===== config.mk =====
export PLATFORM = sky130hd
export DESIGN_NAME = nes_rom_loader_ctrl
export DESIGN_NICKNAME = d
export VERILOG_FILES = /design/src/rtl/nes_loader_pkg.sv /design/src/rtl/loader_fifo.sv /design/src/rtl/nes_rom_loader_ctrl.sv
export SDC_FILE = /design/constraint.sdc
export NUM_CORES = 1
export LEC_CHECK = 0
export BUFFER_PORTS_ARGS = -buffer_cell sky130_fd_sc_hd__buf_2
export CORE_ASPECT_RATIO = 1.1
export CORE_MARGIN = 2
export CORE_UTILIZATION = 54
export DETAILED_ROUTE_END_ITERATION = 10
export GPL_ROUTABILITY_DRIVEN = 0
export HOLD_SLACK_MARGIN = 0.15
export MAX_ROUTING_LAYER = met4
export PLACE_DENSITY = 0.73
export SLEW_MARGIN = 40
export SYNTH_ARGS = -nofsm -noshare
export SYNTH_HDL_FRONTEND = slang
export SYNTH_SLANG_ARGS = --single-unit

===== constraint.sdc =====
create_clock -name clk -period 6.6 [get_ports clk]
set_clock_uncertainty 0.1 [all_clocks]
set_input_delay 1.32 -clock clk [delete_from_list [all_inputs] [get_ports clk]]
set_output_delay 1.32 -clock clk [all_outputs]
set_load 0.01 [all_outputs]

===== src/rtl/nes_loader_pkg.sv =====
// Shared types for the NES ROM loader: FSM states, error bit
// positions and the buffered write entry.
package nes_loader_pkg;

    typedef enum logic [2:0] {
        ST_IDLE,
        ST_LOAD,
        ST_DRAIN,
        ST_HOLD,
        ST_RUN
    } loader_state_e;

    localparam int ERR_OVF      = 0;
    localparam int ERR_RANGE    = 1;
    localparam int ERR_CONFLICT = 2;

    typedef struct packed {
        logic        is_chr;
        logic [15:0] addr;
        logic [7:0]  data;
    } loader_entry_t;

endpackage


===== src/rtl/loader_fifo.sv =====
// Small circular buffer for pending ROM writes.
// A push into a full FIFO succeeds only alongside a pop in the same cycle.
module loader_fifo
    import nes_loader_pkg::*;
#(
    parameter int  DEPTH   = 4,
    parameter type entry_t = loader_entry_t
) (
    input  logic   clk,
    input  logic   rst,
    input  logic   push,
    input  entry_t push_data,
    input  logic   pop,
    input  logic   flush,
    output entry_t head,
    output logic   full,
    output logic   empty
);

    localparam int AW = (DEPTH > 1) ? $clog2(DEPTH) : 1;

    entry_t        mem_q [DEPTH];
    entry_t        mem_d [DEPTH];
    logic [AW-1:0] wr_q, wr_d;
    logic [AW-1:0] rd_q, rd_d;
    logic [AW:0]   cnt_q, cnt_d;
    logic          do_push;
    logic          do_pop;

    assign full    = (cnt_q == (AW+1)'(DEPTH));
    assign empty   = (cnt_q == '0);
    assign do_pop  = pop & ~empty;
    assign do_push = push & (~full | do_pop);
    assign head    = mem_q[rd_q];

    always_comb begin
        mem_d = mem_q;
        wr_d  = wr_q;
        rd_d  = rd_q;
        cnt_d = cnt_q;
        if (flush) begin
            wr_d  = '0;
            rd_d  = '0;
            cnt_d = '0;
        end else begin
            if (do_push) begin
                mem_d[wr_q] = push_data;
                wr_d        = wr_q + AW'(1);
            end
            if (do_pop) begin
                rd_d = rd_q + AW'(1);
            end
            cnt_d = cnt_q + (AW+1)'(do_push) - (AW+1)'(do_pop);
        end
    end

    always_ff @(posedge clk or posedge rst) begin
        if (rst) begin
            for (int i = 0; i < DEPTH; i++) begin
                mem_q[i] <= '0;
            end
            wr_q  <= '0;
            rd_q  <= '0;
            cnt_q <= '0;
        end else begin
            mem_q <= mem_d;
            wr_q  <= wr_d;
            rd_q  <= rd_d;
            cnt_q <= cnt_d;
        end
    end

endmodule


===== src/rtl/nes_rom_loader_ctrl.sv =====
// Moves programmer conduit writes into the NES PRG/CHR ROM ports
// and holds the CPU in reset until the whole image has landed.
module nes_rom_loader_ctrl
    import nes_loader_pkg::*;
#(
    parameter int PRG_BYTES      = 32768,
    parameter int CHR_BYTES      = 8192,
    parameter int FIFO_DEPTH     = 4,
    parameter int RELEASE_CYCLES = 16
) (
    input  logic        clk,
    input  logic        rst,
    input  logic        load_start,
    input  logic [15:0] prgmr_addr,
    input  logic [7:0]  prgmr_data,
    input  logic        prg_wren,
    input  logic        chr_wren,
    input  logic        port_free,
    output logic [15:0] mem_addr,
    output logic [7:0]  mem_data,
    output logic        prg_we,
    output logic        chr_we,
    output logic        cpu_reset_hold,
    output logic        loaded,
    output logic [2:0]  err
);

    localparam int PW = $clog2(PRG_BYTES + 1);
    localparam int CW = $clog2(CHR_BYTES + 1);
    localparam int HW = $clog2(RELEASE_CYCLES + 1);

    localparam logic [PW-1:0] PRG_MAX  = PW'(PRG_BYTES);
    localparam logic [CW-1:0] CHR_MAX  = CW'(CHR_BYTES);
    localparam logic [HW-1:0] HOLD_MAX = HW'(RELEASE_CYCLES);

    loader_state_e state_q, state_d;
    logic          prev_prg_q, prev_prg_d;
    logic          prev_chr_q, prev_chr_d;
    logic [PW-1:0] prg_cnt_q, prg_cnt_d;
    logic [CW-1:0] chr_cnt_q, chr_cnt_d;
    logic [HW-1:0] hold_cnt_q, hold_cnt_d;
    logic [2:0]    err_q, err_d;
    logic [15:0]   mem_addr_q, mem_addr_d;
    logic [7:0]    mem_data_q, mem_data_d;
    logic          prg_we_q, prg_we_d;
    logic          chr_we_q, chr_we_d;
    logic          cpu_reset_hold_q, cpu_reset_hold_d;
    logic          loaded_q, loaded_d;

    logic          prg_edge;
    logic          chr_edge;
    logic          any_edge;
    logic          prg_ok;
    logic          chr_ok;
    logic          fifo_push;
    logic          fifo_pop;
    logic          fifo_flush;
    logic          fifo_full;
    logic          fifo_empty;
    loader_entry_t push_entry;
    loader_entry_t fifo_head;

    assign prev_prg_d = prg_wren;
    assign prev_chr_d = chr_wren;
    assign prg_edge   = prg_wren & ~prev_prg_q;
    assign chr_edge   = chr_wren & ~prev_chr_q;
    assign any_edge   = prg_edge | chr_edge;

    assign prg_ok = ({16'b0, prgmr_addr} < 32'(PRG_BYTES))
                  && (prg_cnt_q < PRG_MAX);
    assign chr_ok = ({16'b0, prgmr_addr} < 32'(CHR_BYTES))
                  && (chr_cnt_q < CHR_MAX);

    // A restart wins over draining: nothing leaves the FIFO that cycle.
    assign fifo_pop = ~fifo_empty & port_free & ~load_start;

    always_comb begin
        push_entry.is_chr = chr_edge;
        push_entry.addr   = prgmr_addr;
        push_entry.data   = prgmr_data;
    end

    always_comb begin
        state_d          = state_q;
        prg_cnt_d        = prg_cnt_q;
        chr_cnt_d        = chr_cnt_q;
        hold_cnt_d       = hold_cnt_q;
        err_d            = err_q;
        mem_addr_d       = mem_addr_q;
        mem_data_d       = mem_data_q;
        prg_we_d         = 1'b0;
        chr_we_d         = 1'b0;
        cpu_reset_hold_d = cpu_reset_hold_q;
        loaded_d         = loaded_q;
        fifo_push        = 1'b0;
        fifo_flush       = 1'b0;

        if (fifo_pop) begin
            mem_addr_d = fifo_head.addr;
            mem_data_d = fifo_head.data;
            prg_we_d   = ~fifo_head.is_chr;
            chr_we_d   = fifo_head.is_chr;
        end

        if (load_start) begin
            state_d          = ST_LOAD;
            fifo_flush       = 1'b1;
            prg_cnt_d        = '0;
            chr_cnt_d        = '0;
            hold_cnt_d       = '0;
            err_d            = '0;
            cpu_reset_hold_d = 1'b1;
            loaded_d         = 1'b0;
        end else begin
            unique case (state_q)
                ST_IDLE: begin
                end
                ST_LOAD: begin
                    if (prg_edge && chr_edge) begin
                        err_d[ERR_CONFLICT] = 1'b1;
                    end else if (any_edge) begin
                        if (!(chr_edge ? chr_ok : prg_ok)) begin
                            err_d[ERR_RANGE] = 1'b1;
                        end else if (fifo_full && !fifo_pop) begin
                            err_d[ERR_OVF] = 1'b1;
                        end else begin
                            fifo_push = 1'b1;
                            if (chr_edge) begin
                                chr_cnt_d = chr_cnt_q + CW'(1);
                            end else begin
                                prg_cnt_d = prg_cnt_q + PW'(1);
                            end
                        end
                    end
                    if (prg_cnt_q == PRG_MAX && chr_cnt_q == CHR_MAX) begin
                        state_d = ST_DRAIN;
                    end
                end
                ST_DRAIN: begin
                    if (any_edge) begin
                        err_d[ERR_RANGE] = 1'b1;
                    end
                    // The last pop's strobe is registered as this exit happens.
                    if (fifo_empty) begin
                        state_d    = ST_HOLD;
                        hold_cnt_d = '0;
                    end
                end
                ST_HOLD: begin
                    if (any_edge) begin
                        err_d[ERR_RANGE] = 1'b1;
                    end
                    if (hold_cnt_q == HOLD_MAX) begin
                        state_d          = ST_RUN;
                        cpu_reset_hold_d = 1'b0;
                        loaded_d         = 1'b1;
                    end else begin
                        hold_cnt_d = hold_cnt_q + HW'(1);
                    end
                end
                ST_RUN: begin
                    if (any_edge) begin
                        err_d[ERR_RANGE] = 1'b1;
                    end
                end
                default: begin
                    state_d = ST_IDLE;
                end
            endcase
        end
    end

    always_ff @(posedge clk or posedge rst) begin
        if (rst) begin
            state_q          <= ST_IDLE;
            prev_prg_q       <= 1'b0;
            prev_chr_q       <= 1'b0;
            prg_cnt_q        <= '0;
            chr_cnt_q        <= '0;
            hold_cnt_q       <= '0;
            err_q            <= '0;
            mem_addr_q       <= '0;
            mem_data_q       <= '0;
            prg_we_q         <= 1'b0;
            chr_we_q         <= 1'b0;
            cpu_reset_hold_q <= 1'b1;
            loaded_q         <= 1'b0;
        end else begin
            state_q          <= state_d;
            prev_prg_q       <= prev_prg_d;
            prev_chr_q       <= prev_chr_d;
            prg_cnt_q        <= prg_cnt_d;
            chr_cnt_q        <= chr_cnt_d;
            hold_cnt_q       <= hold_cnt_d;
            err_q            <= err_d;
            mem_addr_q       <= mem_addr_d;
            mem_data_q       <= mem_data_d;
            prg_we_q         <= prg_we_d;
            chr_we_q         <= chr_we_d;
            cpu_reset_hold_q <= cpu_reset_hold_d;
            loaded_q         <= loaded_d;
        end
    end

    loader_fifo #(
        .DEPTH   (FIFO_DEPTH),
        .entry_t (loader_entry_t)
    ) u_fifo (
        .clk       (clk),
        .rst       (rst),
        .push      (fifo_push),
        .push_data (push_entry),
        .pop       (fifo_pop),
        .flush     (fifo_flush),
        .head      (fifo_head),
        .full      (fifo_full),
        .empty     (fifo_empty)
    );

    assign mem_addr       = mem_addr_q;
    assign mem_data       = mem_data_q;
    assign prg_we         = prg_we_q;
    assign chr_we         = chr_we_q;
    assign cpu_reset_hold = cpu_reset_hold_q;
    assign loaded         = loaded_q;
    assign err            = err_q;

endmodule

# Word level (Yosys, flattened, before mapping)
# Index checks and enable logic that the tools add are counted.
[totals] register_bits=178 input_bits=30 output_inout_bits=31 elab_cells=174
[classes] addsub=7 magnitude_cmp=7 eq_ne=20 n_mux=61 bitwise=17 reduce_logical=32
[ops] cell="16-bit 2-to-1 mux" count=7
[ops] cell="100-bit bitwise mux" count=1
[ops] cell="14-bit 2-to-1 mux" count=7
[ops] cell="25-bit 2-to-1 mux" count=3
[ops] cell="25-bit binary-select mux with 2-bit select" count=1
[ops] cell="25-bit demux with 2-bit select" count=1
[ops] cell="16-bit < comparator, second input constant" count=2
[ops] cell="1-bit 2-to-1 mux" count=23
[ops] cell="2-bit nonzero test" count=10
[ops] cell="3-bit 2-to-1 mux" count=6
[ops] cell="3-bit inequality test, second input constant" count=6
[ops] cell="16-bit by 1-bit adder with 16-bit output, second input constant" count=1
[ops] cell="16-bit == test, second input constant" count=1
[ops] cell="16-bit by 14-bit < comparator with 1-bit output, second input constant" count=1
[ops] cell="5-bit 2-to-1 mux" count=3
[ops] cell="14-bit by 1-bit adder with 14-bit output, second input constant" count=1
[ops] cell="14-bit == test, second input constant" count=1
[ops] cell="14-bit < comparator, second input constant" count=1
[ops] cell="2-bit 2-to-1 mux" count=6
[ops] cell="3-bit case mux with 4 select lines" count=1
[ops] cell="6-bit AND reduction" count=2
[ops] cell="5-bit case mux with 2 select lines" count=1
[ops] cell="5-bit AND reduction" count=2
[ops] cell="1-bit NOT" count=7
[ops] cell="other kinds (27)" count=49

# Depth between registers and ports, before layout
# Gate-level depths: netlist (run 1).
[depth] depth_word=16 mapped_depth=11 depth_no_buf=10

# Modules after synthesis
# From an unflattened synthesis (run 1), not the netlist that was laid out.
[hier_totals] cells_unflattened=660 area_unflattened_um2=8229.1
[by_module_without_submodules] module="loader_fifo" n_inst=1 cells_per_inst=291 area_each_um2=4863.4 seq_area_each_um2=2677.6
[by_module_without_submodules] module="nes_rom_loader_ctrl" n_inst=1 cells_per_inst=369 area_each_um2=3365.7 seq_area_each_um2=1778.0

# Worst setup path before layout (run 1)
# Ideal clock, no wire load.
[synth_timing] kind="input to register" from="in prg_wren" to="reg u_fifo.cnt_q[2]" setup_ns=0.132 arrival_ns=3.375 t_required_ns=6.368 path_slack_ns=2.993 cell_stages=10 n_path_buf=1 cell_sequence="nor2b_1 -> and3_1 -> buf_1 -> o21ai_0 -> inv_1 -> ha_1 -> inv_1 -> fa_1 -> xnor2_1 -> nor2_1"
[synth_between] elab_chain_cells=10 elab_cells_between_ends=11 classes_between="add/sub (2); mux (5); bitwise (3); reduce/logical (1)"
[synth_lines] item="start: declaration" line="nes_rom_loader_ctrl.sv:16" rtl="input logic prg_wren,"
[synth_lines] item="1-bit AND (*)" line="nes_rom_loader_ctrl.sv:65" rtl="assign prg_edge = prg_wren & ~prev_prg_q;"
[synth_lines] item="1-bit OR" line="nes_rom_loader_ctrl.sv:67" rtl="assign any_edge = prg_edge | chr_edge;"
[synth_lines] item="1-bit 2-to-1 mux" line="nes_rom_loader_ctrl.sv:121" rtl="end else if (any_edge) begin"
[synth_lines] item="1-bit 2-to-1 mux (*)" line="nes_rom_loader_ctrl.sv:119" rtl="if (prg_edge && chr_edge) begin"
[synth_lines] item="1-bit 2-to-1 mux (*)" line="nes_rom_loader_ctrl.sv:115" rtl="unique case (state_q)"
[synth_lines] item="1-bit 2-to-1 mux (*)" line="nes_rom_loader_ctrl.sv:105" rtl="if (load_start) begin"
[synth_lines] item="1-bit AND (*)" line="loader_fifo.sv:33" rtl="assign do_push = push & (~full | do_pop);"
[synth_lines] item="3-bit by 1-bit adder with 3-bit output (*)" line="loader_fifo.sv:53" rtl="cnt_d = cnt_q + (AW+1)'(do_push) - (AW+1)'(do_pop);"
[synth_lines] item="3-bit by 1-bit subtractor with 3-bit output (*)" line="loader_fifo.sv:53"
[synth_lines] item="3-bit 2-to-1 mux (*)" line="loader_fifo.sv:41" rtl="if (flush) begin"
[synth_lines] item="named net u_fifo.cnt_d[2]" line="loader_fifo.sv:26" rtl="logic [AW:0] cnt_q, cnt_d;"
[synth_lines] item="end signal: assignment" line="loader_fifo.sv:69" rtl="cnt_q <= cnt_d;"
[synth_lines] item="end: declaration" line="loader_fifo.sv:26"
# Mark *: on every way through the listed nets, which the timed path passes. The rest lies on a longest branch.
# A chain may end at the register's enable or synchronous reset.

# Final worst setup path (run 1)
[layout_timing] from="in load_start" to="reg u_fifo.cnt_q[2]"
[layout_between] elab_chain_cells=14 elab_cells_between_ends=17 classes_between="add/sub (2); mux (8); bitwise (5); reduce/logical (2)"
[layout_lines] item="start: declaration" line="nes_rom_loader_ctrl.sv:13" rtl="input logic load_start,"
[layout_lines] item="1-bit NOT" line="nes_rom_loader_ctrl.sv:75" rtl="assign fifo_pop = ~fifo_empty & port_free & ~load_start;"
[layout_lines] item="1-bit AND" line="nes_rom_loader_ctrl.sv:75"
[layout_lines] item="1-bit zero test" line="nes_rom_loader_ctrl.sv:124" rtl="end else if (fifo_full && !fifo_pop) begin"
[layout_lines] item="1-bit logical AND" line="nes_rom_loader_ctrl.sv:124"
[layout_lines] item="1-bit 2-to-1 mux" line="nes_rom_loader_ctrl.sv:124"
[layout_lines] item="1-bit 2-to-1 mux" line="nes_rom_loader_ctrl.sv:122" rtl="if (!(chr_edge ? chr_ok : prg_ok)) begin"
[layout_lines] item="1-bit 2-to-1 mux" line="nes_rom_loader_ctrl.sv:121"
[layout_lines] item="1-bit 2-to-1 mux" line="nes_rom_loader_ctrl.sv:119"
[layout_lines] item="1-bit 2-to-1 mux" line="nes_rom_loader_ctrl.sv:115"
[layout_lines] item="1-bit 2-to-1 mux" line="nes_rom_loader_ctrl.sv:105"
[layout_lines] item="1-bit AND" line="loader_fifo.sv:33"
[layout_lines] item="3-bit by 1-bit adder with 3-bit output" line="loader_fifo.sv:53"
[layout_lines] item="3-bit by 1-bit subtractor with 3-bit output" line="loader_fifo.sv:53"
[layout_lines] item="3-bit 2-to-1 mux (*)" line="loader_fifo.sv:41"
[layout_lines] item="named net u_fifo.cnt_d[2]" line="loader_fifo.sv:26"
# Marks and branches as above.

==> key figures, run 1 <==
Die
  – Die Ht: 133 um
  – Core area: roughly 0.015 mm2
  – I/O pins: 61
  – Chip width: 122 um
  – Die area: 0.0162 mm2
  – Row cnt: 47
  – Initial Util: 0.548

Power and ir drop
  – Pleak: 4.30 nW
  – PD cells: around 300 mW/mm2
  – Clock share of power: 0.323
  – Sw Ratio: 0.268
  – Pint: about 0.0020 W
  – Peak VDD IR: 0.199 mV
  – Seq pwr share: 0.478
  – Gate power share: 0.199
  – Sw power: 0.000749 W

STA
  – Setup TNS: 0 ns
  – Endpoints failing hold: 0
  – Fmax: 274 MHz
  – Final setup viols: 0
  – Worst-margin pin slew: around 0.8 ns
  – RSZ-0062 raised after global routing: no
  – Slew margin rel.: 0.460
  – Slew Viols, Final: 0
  – Final worst-path cycle share: 0.553
  – Crit path time final: between 3 and 4 ns

Setup path
  – CP Data Required Time: 6.78 ns
  – Register-to-register setup slack: between 3 and 4 ns
  – Crit path arrival time: 3.83 ns
  – Critical-path cell list: buf_2 > buf_4 > nand2b_1 > a211oi_4 > o21ai_0 > inv_1 > ha_1 > inv_1 > fa_1 > xnor2_1 > nor2_1
  – Crit path largest cell delay: about 0.56 ns
  – Crit path kind: in2reg
  – CP Capture Type: flip-flop
  – Slowest CP cell: a211oi_4
  – Reg2reg path depth: 9
  – Max FO, Critical Path: 58
  – Cell mode on critical path: inv_1
  – Worst Setup Start Kind: primary input

Layout
  – Antenna Cells: 0
  – Area Overhead vs Synth: 13.6%
  – Finished Cell Area: 0.00933 mm2
  – Cell Count, Final, Fillers Out: 882
  – NumNets Final: 718
  – Layout cells sized above 1: 0.376
  – Filler cells: 1,172

Detailed routing
  – Drt wl/cell: 18.8 um
  – Final WL: 16.6 mm
  – DRT iter0 DRCs: 405
  – Via/cell ratio: 5.87
  – Vias: slightly above 5,000
  – DRC Markers: 0
  – Routed Antenna Nets: 0
  – DRT Pass-1 Iters: 5

Global routing
  – Final global-route overflow total: 0
  – Largest net degree at the start of global routing: 120
  – GRT Util Overall: 0.227
  – Vias in the first global route: 5,440
  – First-pass GRT wire length: roughly 28 mm
  – Initial antenna violation count: 0

Clock network
  – Post-cts sizing count: 0
  – CTS tree: done
  – Clk slew on worst S/H paths: 0.06 ns
  – Clock sink count: 178
  – Clk buf depth: 2
  – Hold_buf cts: 0
  – Clock latency on the worst-skew pair: between 0.4 and 0.5 ns
  – CTS buffer count: 17
  – CTS Root Cell: clkbuf_16
  – Setup bufs post-CTS: 0
  – CTS H-tree depth: 4

Synthesis
  – Synthesized area per cell: 13.4 um2
  – Library cells used by synthesis: 56
  – Post-synth EDFFs: 0
  – Seq/Total Area, Yosys: 0.542
  – Area contributors post-synth: dfrtp_1 54%, mux2_2 16%, mux4_2 6.9%, ha_1 1.8%, nand2_1 1.3%
  – Dominant synthesized flop cell: dfrtp_1
  – Synth Net Count: 656
  – Most numerous cell in the Yosys netlist: dfrtp_1
  – Largest area contributor in the synthesized netlist: dfrtp_1
  – Register bit total from synthesis: 178
  – Synth Instances: approximately 610
  – Mapped cell area: 0.00822 mm2
  – Synth top area share: 0.539
  – Ys Warns: 0
  – Fraction of registers with async set or reset after synthesis: 1.00
  – Commonest cells post-synth: 177 x dfrtp_1, 117 x mux2_2, 28 x nand2_1, 26 x inv_1, 26 x nor2_1

Placed design
  – Cell Area, Placed: 0.00879 mm2
  – Placed Cells: 852
  – Input/output buffers: 60
  – Post-detail-place hpwl: 11.0 mm

Run status
  – Status: completed

Worst hold path
  – Worst hold path cell count: 2
  – Class of the worst hold path: reg2reg

Job
  – MaxCap Viol Count: 0
flip-flops by register name (all words and copies together) (netlist names), 2 cells and up:
register,cells
u_fifo.mem_q,100
mem_addr,16
prg_cnt_q,16
chr_cnt_q,14
mem_data,8
hold_cnt_q,5
err,3
state_q,3
u_fifo.cnt_q,3
u_fifo.rd_q,2
u_fifo.wr_q,2
critical path: cells and delay by family:
family,cells,cell delay (ns)
XOR/XNOR,1,0.16
AO/OA/AOI/OAI,2,0.84
AND/OR/NAND/NOR,2,0.35
buffers and inverters,4,0.60
adder cells (fa/ha/maj),2,0.53
per-layer routing:
metal  GRT usage  vias to the layer above  routed length (um)
li1            -                     2350                   -
met1       0.287                     2687                7030
met2       0.376                      123                8790
met3      0.0407                       13                 619
met4      0.0715                        0                 145
met5           -                        -                   0
layout by cell type, fill, tap and decap left out, drive strengths merged, types with 6 or more instances in the layout:
cell type,instances
dfrtp,177
inv,27
nor4,7
and3,7
mux2,117
nand2,28
mux4,25
nand3,18
o21ai,15
nor2,26
nor3,7
xor2,8
clkbuf,22
nand4,6
a21oi,20
or4,9
ha,12
buf,72
xnor2,9
o31ai,9
power by group through the flow:
stage | registers (W) | clock network [W] | logic [W]
after detailed placement | 0.00136 | 0 | 0.000566
final | 0.00134 | 0.000903 | 0.000558
after global placement | 0.00135 | 0 | 0.000533
after floorplan | 0.00135 | 0 | 0.000379
after CTS | 0.00134 | 0.000923 | 0.000569
after global routing | 0.00136 | 0.000971 | 0.000609
area by class of cell:
cell class	count	area [um2]	share of cell area
Sequential cell	178	4460	0.478
Multi-Input combinational cell	380	3500	0.375
Timing Repair Buffer	72	500	0.0536
Clock buffer	22	464	0.0497
Tap cell	196	245	0.0263
Inverter	26	110	0.0118
Clock inverter	8	56.3	0.00603
final timing paths:
path | from | endpoint
min in group asynchronous | rst | hold_cnt_q[0]
max in group asynchronous | rst | u_fifo.rd_q[1]
worst max register to register | state_q[0] | u_fifo.cnt_q[2]
worst min register to register | u_fifo.mem_q[74] | u_fifo.mem_q[74]
worst min-delay path | u_fifo.mem_q[74] | u_fifo.mem_q[74]
worst max-delay path | load_start | u_fifo.cnt_q[2]
stage by stage:
step | setup WS (ns) | total power, W | utilization | hold WS, ns
2_1_floorplan | 0.351 | 0.00173 | - | 0.344
3_3_place_gp | 2.66 | 0.00188 | 0.575 | 0.357
3_5_place_dp | 2.55 | 0.00192 | 0.586 | 0.372
4_1_cts | 2.99 | 0.00283 | 0.621 | 0.385
5_1_grt | 2.73 | 0.00294 | 0.622 | 0.402
6_report | 2.95 | 0.00280 | 0.622 | 0.384
cells by family after synthesis:
group	after synthesis	synth area share
AO/OA/AOI/OAI	65	0.0588
buffers and inverters	55	0.0343
multiplexers	142	0.229
adder cells (fa/ha/maj)	13	0.0207
flip-flops	178	0.542
AND/OR/NAND/NOR	143	0.0971
XOR/XNOR	17	0.0181
Note: power is estimated with default switching activity, not from simulation.
==> run 2, diff against run 1 <==
CORE_UTILIZATION = 60   (was 54)
PLACE_DENSITY = 0.77   (was 0.73)
clock period = 3.6 ns   (was 6.6 ns; I/O delays follow)
==> run 2 against run 1 <==
Against the previous run:
- utilization increased by 9.3 points
- final area grew 1.6%
- die area decreased by 9.7%
- clock power is 130% higher
- critical path depth down 1
- wire length increased by 1.1%
- sequential power grew 85%
- non-clock buffer count is 11 higher
- global-route usage is 2.9 points higher
- via count increased by 0.72%
==> key figures, run 2 (same netlist as run 1, synthesis figures left out) <==
Run status
  – Status: completed

Layout
  – Antenna Cells: 0
  – Largest register by flop count: u_fifo.mem_q
  – Area occupied by multi-input gates: approximately 0.0035 mm2
  – Max reg flops: 100
  – Register area: 0.00446 mm2
  – Filler cells: 903
  – Layout cells sized above 1: 0.386
  – NumNets Final: about 730
  – Most common cell after layout, fill and taps aside: dfrtp_1
  – Area Overhead vs Synth: 15.4%
  – Util after Layout: 0.715
  – Commonest cells after routing, fill and taps aside: 176 x dfrtp_1, 117 x mux2_2, 60 x buf_2

Global routing
  – M3 GR Usage: 0.0526
  – Largest net degree at the start of global routing: 69
  – Initial antenna violation count: 0
  – M2 GR Usage: 0.400
  – Met1 usage: 0.330
  – GRT Util Overall: 0.257
  – First-pass GRT wire length: roughly 28 mm
  – Most used routing layer: met2
  – Vias in the first global route: 5,602
  – Final global-route overflow total: 0

Setup path
  – Reg2reg path depth: 9
  – R2r startpoint: prev_chr_q
  – CP Data Required Time: around 3.8 ns
  – Crit path arrival time: 3.01 ns
  – Register-to-register setup slack: 0.83 ns
  – Max FO, Critical Path: 9
  – Worst Setup Start Kind: primary input
  – Crit path kind: in2reg
  – FF-to-FF End: u_fifo.cnt_q[2]
  – CP Capture Type: flip-flop

Clock network
  – CTS H-tree depth: 4
  – CTS Root Cell: clkbuf_16
  – Clk buf depth: 2
  – CTS buffer count: 17
  – Setup bufs post-CTS: 0
  – Clock latency on the worst-skew pair: 0.42 ns
  – Clock sink count: 178
  – CTS tree: done
  – Clk slew on worst S/H paths: ~0.060 ns

Power and ir drop
  – Pint: 0.00418 W
  – Gate power share: 0.184
  – Pleak: 4.38 nW
  – PD cells: 589 mW/mm2
  – Sw Ratio: 0.251
  – Sw power: roughly 0.0014 W
  – Seq pwr share: 0.443
  – Clock share of power: 0.373
  – Peak VDD IR: 0.373 mV

Detailed routing
  – DRC Markers: 0
  – Drt wl/cell: 19.0 um
  – DRT iter0 DRCs: 341
  – Vias: 5,210
  – DRT Pass-1 Iters: 4
  – Via/cell ratio: 5.90
  – Final WL: 16.8 mm
  – Routed Antenna Nets: 0

Die
  – Core area: around 0.013 mm2
  – Initial Util: 0.619
  – Row cnt: 44
  – Chip width: 116 um
  – Die Ht: ~130 um
  – I/O pins: 61
  – Die area: 0.0146 mm2

STA
  – Setup TNS: 0 ns
  – Final setup viols: 0
  – Crit path time final: between 2 and 3 ns
  – RSZ-0062 raised after global routing: no
  – Slew Viols, Final: 0
  – Slew margin rel.: 0.470
  – Final hold slack: 0.311 ns
  – Fmax: about 360 MHz
  – Endpoints failing hold: 0
  – Final worst-path cycle share: 0.779
  – Worst-margin pin slew: about 0.80 ns

Worst hold path
  – Worst hold path cell count: 1
  – Class of the worst hold path: in2reg
  – Hold wc startpoint: prg_wren
  – Hold Path End: prev_prg_q

Job
  – MaxCap Viol Count: 0

Placed design
  – Post-detail-place hpwl: 10.9 mm
  – Input/output buffers: 60
-- run 2: final cells by class --
cell class / count / area share
Tap cell: 184 / 0.0243
Clock buffer: 20 / 0.0471
Sequential cell: 178 / 0.470
Multi-Input combinational cell: 380 / 0.369
Inverter: 26 / 0.0107
Clock inverter: 12 / 0.0239
Timing Repair Buffer: 83 / 0.0551
-- run 2: repair_timing --
item | CTS | global route
hold buffers | 0 | 1
hold endpoints to repair | 0 | 6
resized for setup | 0 | 0
-- run 2: critical path, stage by stage --
cell     delay, ns
buf_2         0.14
nor4_2        0.31
nor3b_4       0.65
o21ai_0       0.24
inv_1         0.13
ha_1          0.14
inv_1         0.04
fa_1          0.39
xnor2_1       0.18
nor2_1        0.05
-- run 2: worst max-delay path by stage --
stage	from	endpoint	slack (ns)
2_1_floorplan	rst	chr_cnt_q[0]	0.50
3_3_place_gp	prgmr_addr[13]	u_fifo.cnt_q[2]	0.52
3_5_place_dp	prgmr_addr[13]	u_fifo.cnt_q[2]	0.36
4_1_cts	prgmr_addr[13]	u_fifo.cnt_q[2]	0.80
5_1_grt	prgmr_addr[13]	u_fifo.cnt_q[2]	0.50
6_report	prgmr_addr[13]	u_fifo.cnt_q[2]	0.79
-- run 2: metal layers --
| metal | up-vias | routed length (um) |
|---|---|---|
| met1 | 2670 | 7170 |
| met5 | - | 0 |
| li1 | 2391 | - |
| met3 | 32 | 598 |
| met2 | 117 | 8570 |
| met4 | 0 | 428 |
-- run 2: power groups by stage --
| stage | registers, W | logic, W | clock network, W |
|---|---|---|---|
| 3_3_place_gp | 0.00248 | 0.000986 | 0 |
| 2_1_floorplan | 0.00248 | 0.000696 | 0 |
| 6_report | 0.00248 | 0.00103 | 0.00208 |
| 5_1_grt | 0.00251 | 0.00112 | 0.00219 |
| 3_5_place_dp | 0.00251 | 0.00102 | 0 |
| 4_1_cts | 0.00248 | 0.00103 | 0.00211 |
-- run 2: stage by stage --
stage                     setup WS, ns  area (um2)  cells  total power, W
after global routing             0.500        9490    883         0.00583
final                            0.794        9490    883         0.00558
after floorplan                  0.500        8220    613         0.00318
after global placement           0.522        8710    845         0.00347
after detailed placement         0.359        8770    848         0.00353
after CTS                        0.799        9440    880         0.00562
